--- src/rtl/sobel_edge_detect_pkg.sv ---
// sobel_edge_detect_pkg: shared output levels, gradient widths and tap-sum helper
package sobel_edge_detect_pkg;
    localparam logic [7:0] EDGE_VAL       = 8'hFF;
    localparam logic [7:0] BG_VAL         = 8'h00;
    localparam int         SUM_W          = 10;
    localparam int         G_W            = 11;
    localparam logic [7:0] THRESH_RST_DEF = 8'd64;

    // a + 2*b + c; max 1020 so 10 bits never wrap
    function automatic logic [SUM_W-1:0] tap_sum(input logic [7:0] a, input logic [7:0] b, input logic [7:0] c);
        return {2'b00, a} + {1'b0, b, 1'b0} + {2'b00, c};
    endfunction
endpackage

--- src/rtl/sobel_edge_detect_abs_diff.sv ---
// sobel_abs_diff: registered absolute difference of two unsigned gradient sums
module sobel_abs_diff
    import sobel_edge_detect_pkg::*;
(
    input  logic             clk,
    input  logic             rst_n,
    input  logic [SUM_W-1:0] a,
    input  logic [SUM_W-1:0] b,
    output logic [SUM_W-1:0] y
);
    always_ff @(posedge clk) begin
        if (!rst_n) y <= '0;
        else        y <= (a > b) ? a - b : b - a;
    end
endmodule

--- src/rtl/sobel_edge_detect.sv ---
// sobel_edge_detect: 3-stage Sobel magnitude threshold with per-frame edge-pixel count
module sobel_edge_detect
    import sobel_edge_detect_pkg::*;
#(
    parameter logic [7:0] THRESH_RST = THRESH_RST_DEF,
    parameter int         CNT_W      = 22
) (
    input  logic             clk,
    input  logic             rst_n,
    input  logic             matrix_vs,
    input  logic             matrix_hs,
    input  logic             matrix_de,
    input  logic [7:0]       matrix_p11,
    input  logic [7:0]       matrix_p12,
    input  logic [7:0]       matrix_p13,
    input  logic [7:0]       matrix_p21,
    input  logic [7:0]       matrix_p22,
    input  logic [7:0]       matrix_p23,
    input  logic [7:0]       matrix_p31,
    input  logic [7:0]       matrix_p32,
    input  logic [7:0]       matrix_p33,
    input  logic [7:0]       threshold,
    output logic             post_vs,
    output logic             post_hs,
    output logic             post_de,
    output logic [7:0]       post_y,
    output logic [CNT_W-1:0] edge_cnt,
    output logic             edge_cnt_vld
);
    logic [SUM_W-1:0] gxp, gxn, gyp, gyn, gx, gy;
    logic [G_W-1:0]   g;
    logic [2:0]       vs_sr, hs_sr, de_sr;
    logic [7:0]       thr_q;
    logic             vs_q, post_vs_q;
    logic [CNT_W-1:0] acc, acc_next;
    logic             edge_hit, count_hit, frame_end;
    logic             unused_p22;

    assign unused_p22 = ^matrix_p22;

    always_ff @(posedge clk) begin
        if (!rst_n) begin
            gxp <= '0;
            gxn <= '0;
            gyp <= '0;
            gyn <= '0;
        end else begin
            gxp <= tap_sum(matrix_p13, matrix_p23, matrix_p33);
            gxn <= tap_sum(matrix_p11, matrix_p21, matrix_p31);
            gyp <= tap_sum(matrix_p31, matrix_p32, matrix_p33);
            gyn <= tap_sum(matrix_p11, matrix_p12, matrix_p13);
        end
    end

    sobel_abs_diff u_gx (.clk(clk), .rst_n(rst_n), .a(gxp), .b(gxn), .y(gx));
    sobel_abs_diff u_gy (.clk(clk), .rst_n(rst_n), .a(gyp), .b(gyn), .y(gy));

    // de_sr[1] is the enable aligned with the stage-2 magnitudes
    assign g         = {1'b0, gx} + {1'b0, gy};
    assign edge_hit  = de_sr[1] && (g > {3'b000, thr_q});
    assign count_hit = post_de && (post_y == EDGE_VAL);
    assign acc_next  = (count_hit && acc != {CNT_W{1'b1}}) ? acc + CNT_W'(1) : acc;
    assign frame_end = post_vs && !post_vs_q;
    assign post_vs   = vs_sr[2];
    assign post_hs   = hs_sr[2];
    assign post_de   = de_sr[2];

    always_ff @(posedge clk) begin
        if (!rst_n) begin
            vs_sr        <= '0;
            hs_sr        <= '0;
            de_sr        <= '0;
            post_y       <= BG_VAL;
            thr_q        <= THRESH_RST;
            vs_q         <= 1'b0;
            post_vs_q    <= 1'b0;
            acc          <= '0;
            edge_cnt     <= '0;
            edge_cnt_vld <= 1'b0;
        end else begin
            vs_sr        <= {vs_sr[1:0], matrix_vs};
            hs_sr        <= {hs_sr[1:0], matrix_hs};
            de_sr        <= {de_sr[1:0], matrix_de};
            post_y       <= edge_hit ? EDGE_VAL : BG_VAL;
            vs_q         <= matrix_vs;
            post_vs_q    <= post_vs;
            edge_cnt_vld <= frame_end;
            if (matrix_vs && !vs_q) thr_q <= threshold;
            // this cycle's increment still lands in the reported count
            if (frame_end) begin
                edge_cnt <= acc_next;
                acc      <= '0;
            end else begin
                acc      <= acc_next;
            end
        end
    end
endmodule

--- config.mk ---
export PLATFORM = sky130hd
export DESIGN_NAME = sobel_edge_detect
export DESIGN_NICKNAME = d
export VERILOG_FILES = /design/src/rtl/sobel_edge_detect_pkg.sv /design/src/rtl/sobel_edge_detect_abs_diff.sv /design/src/rtl/sobel_edge_detect.sv
export SDC_FILE = /design/constraint.sdc
export NUM_CORES = 1
export LEC_CHECK = 0
export ABC_AREA = 1
export BUFFER_PORTS_ARGS = -buffer_cell sky130_fd_sc_hd__buf_2
export CAP_MARGIN = 20
export CORE_MARGIN = 2
export CORE_UTILIZATION = 49
export DETAILED_ROUTE_END_ITERATION = 10
export PLACE_DENSITY = 0.8
export RECOVER_POWER = 100
export SETUP_SLACK_MARGIN = 0.02
export SYNTH_ARGS = -nofsm -noshare
export SYNTH_HDL_FRONTEND = slang
export SYNTH_SLANG_ARGS = --single-unit
--- constraint.sdc ---
create_clock -name clk -period 3 [get_ports clk]
set_clock_uncertainty 0.1 [all_clocks]
set_input_delay 0.3 -clock clk [delete_from_list [all_inputs] [get_ports clk]]
set_output_delay 0.3 -clock clk [all_outputs]
set_load 0.05 [all_outputs]
==> flow_metrics.tcl <==
set metrics [dict create \
    status "finished with violations" \
    violations "capacitance limit, slew limit" \
    synth_top_area_share 0.281 \
    r2r_start "acc[0]$_SDFF_PP0_" \
    netlist_instances 1214 \
    postCtsSetupBuffers 0 \
    arrival_ns 2.95 \
    slew_headroom -0.434 \
    syn_nets 1429 \
    final_util 0.566 \
    drive_gt1_frac 0.0924 \
    drc 0 \
    root_buffer "clkbuf_16" \
    finalHoldWorstSlack_ns 0.0512 \
    finalHoldViolations 0 \
    die_area_um2 19100 \
    wl_per_cell_um 12.8 \
    synthFlopType "dfxtp_1" \
    grt_pass1_wl_mm 33.4 \
    via_count 7762 \
    min_from "threshold[0]" \
    start_util 0.496 \
    fillerInstances 1662 \
    slowest_stage "clkbuf_1" \
    die_width_um 138 \
    dp.cells 1524 \
    grt-ovfl-total 0 \
    seq_area_um2 2480 \
    clkTransAtPathRegs_ns 0.06 \
    syn_to_final_growth_pct 14.1 \
    ys_seq_elements 124 \
    synth_common_cells "340 x nand2_1, 164 x inv_1, 124 x dfxtp_1" \
    io_pins 119 \
    synthArstFlopShare 0 \
    hold_path_class "in2reg" \
    cts_buffer_depth 2 \
    postRouteWirelength_mm 20.0 \
    antenna_found_initial 0 \
    via_per_inst 4.98 \
    worstPathRequired_ns 3.24 \
    ys_types 42 \
    post_cts_resized 0 \
    tightest_slew_ns 2.15 \
    slew_violations 53 \
    power_density_nw_per_um2 702 \
    path_class "in2reg" \
    grt.total_usage 0.210 \
    rows 49 \
    fmax_mhz 369 \
    yosys.cell_count.top_type "nand2_1" \
    cp_slowest_stage_delay_ns 1.53 \
    p_leak_nw 4.97 \
    cts_buffers 17 \
    die_height_um 138 \
    finalSetupTns_ns 0 \
    start_kind "input port" \
    peakVddDrop_mv 0.422 \
    place_congestion 0.919 \
    core_um2 17800 \
    rsz0062_at_grt "false" \
    ctsHtreeMaxLevel 4 \
    grt_start_max_net_pins 53 \
    synth_edf_count 0 \
    grt_pass1_vias 7382 \
    worst_skew_pair.late_latency_ns 0.42 \
    antenna_left 0 \
    worstPathMaxFanout 52 \
    crit_chain "buf_2 > clkbuf_1 > nand2_1 > nor2_1 > buf_4 > inv_1 > o21ai_0" \
    dp_hpwl_mm 15.7 \
    drtIter0Drc 422 \
    cts_sinks 124 \
    synth_area_per_cell_um2 7.26 \
    yosysSeqAreaShare 0.281 \
    ys_top_cells_by_area "dfxtp_1 28%, nand2_1 14%, ha_1 13%" \
    setup_ws_ns 0.292 \
    final_net_count 1533 \
    crit_path_end_kind "register" \
    stdcell_count 1560 \
    worstSetupStartpoint "rst_n" \
    multi_input_area_um2 5470 \
    synth_warnings 0 \
    syn_area_um2 8820 \
    n_antenna_cell 0 \
    cts_tree "built" \
    max-cap-violations 1 \
    pre_cts_slack_ns 0.421 \
    io_buffers 110 \
    min_period_ns 2.71 \
    firstDrtPassIters 5 \
    min_period_over_period 0.903 \
    synth_top_cell_by_area "dfxtp_1" \
    setup_viol 0 \
]
-- cell usage in the layout, fill, tap and decap left out, types with 13 or more instances in the layout --
cell       count
a21oi_1      113
clkbuf_1      38
nand3_1       43
xor2_1        33
nor2_1        81
clkbuf_16     17
inv_1        167
dfxtp_1      124
xnor2_1       13
fa_1          37
o21ai_0       57
buf_2         73
ha_1          93
nand2_1      346
-- timing repair --
action,in CTS,in global routing
hold buffers,4,0
endpoints found under the setup margin,0,0
endpoints found under the hold margin,4,0
-- power by group --
part           switching [W]  total (W)  internal (W)
combinational        0.00188    0.00304       0.00116
clock               0.000763    0.00206       0.00129
sequential          0.000107    0.00197       0.00186
-- final cells by class --
cell class                 instances  share of cell area
sequential                       124               0.247
clock buffer                      20              0.0464
multi-input combinational        884               0.543
inverter                         172              0.0641
tap                              229              0.0285
clock inverter                    12              0.0136
timing repair buffer             119              0.0574
-- metrics by stage --
step                      instance area, µm²  total power (W)
after floorplan                         8820          0.00436
after global placement                  9510          0.00494
after detailed placement                9510          0.00501
after CTS                              10100          0.00710
after global routing                   10100          0.00765
final                                  10100          0.00707
-- cell families after synthesis --
group                      synth area share
AOI/OAI and AO/OA                     0.121
xor gates and xnor gates             0.0465
adders and majority gates             0.216
buffers and inverters                0.0944
DFF                                   0.281
and+or+nand+nor                       0.240
-- routing by layer --
layer  track usage  vias to the layer above  wire length, µm
li1              -                     4064                -
met1         0.261                     3476             9150
met2         0.367                      194             9600
met3        0.0430                       28              847
met4        0.0682                        0              367
met5             0                        -                0
-- worst max-delay path, delay by kind of cell --
kind                   cells  cell delay (ns)
AOI/OAI and AO/OA          1             0.21
and+or+nand+nor            2             0.38
buffers and inverters      4             2.04
-- path summary, 6_finish.rpt --
path                               to  slack (ns)  cells after the start
max reg2reg  edge_cnt[1]$_SDFFE_PN0P_        0.33                      9
min             thr_q[0]$_SDFFE_PN0P_        0.05                      3
min reg2reg       vs_sr[2]$_SDFF_PN0_        0.32                      2
max          edge_cnt[5]$_SDFFE_PN0P_        0.29                      7
-- flip-flops by register name, summed over array words and instances, names as in the netlist --
register / count
gyn: 10
post_y: 1
thr_q: 8
edge_cnt_vld: 1
gyp: 10
u_gx.y: 10
acc: 22
edge_cnt: 22
hs_sr: 3
u_gy.y: 10
gxp: 10
de_sr: 3
vs_sr: 3
post_vs_q: 1
gxn: 10
No activity file was read; power rests on OpenSTA's default activity.
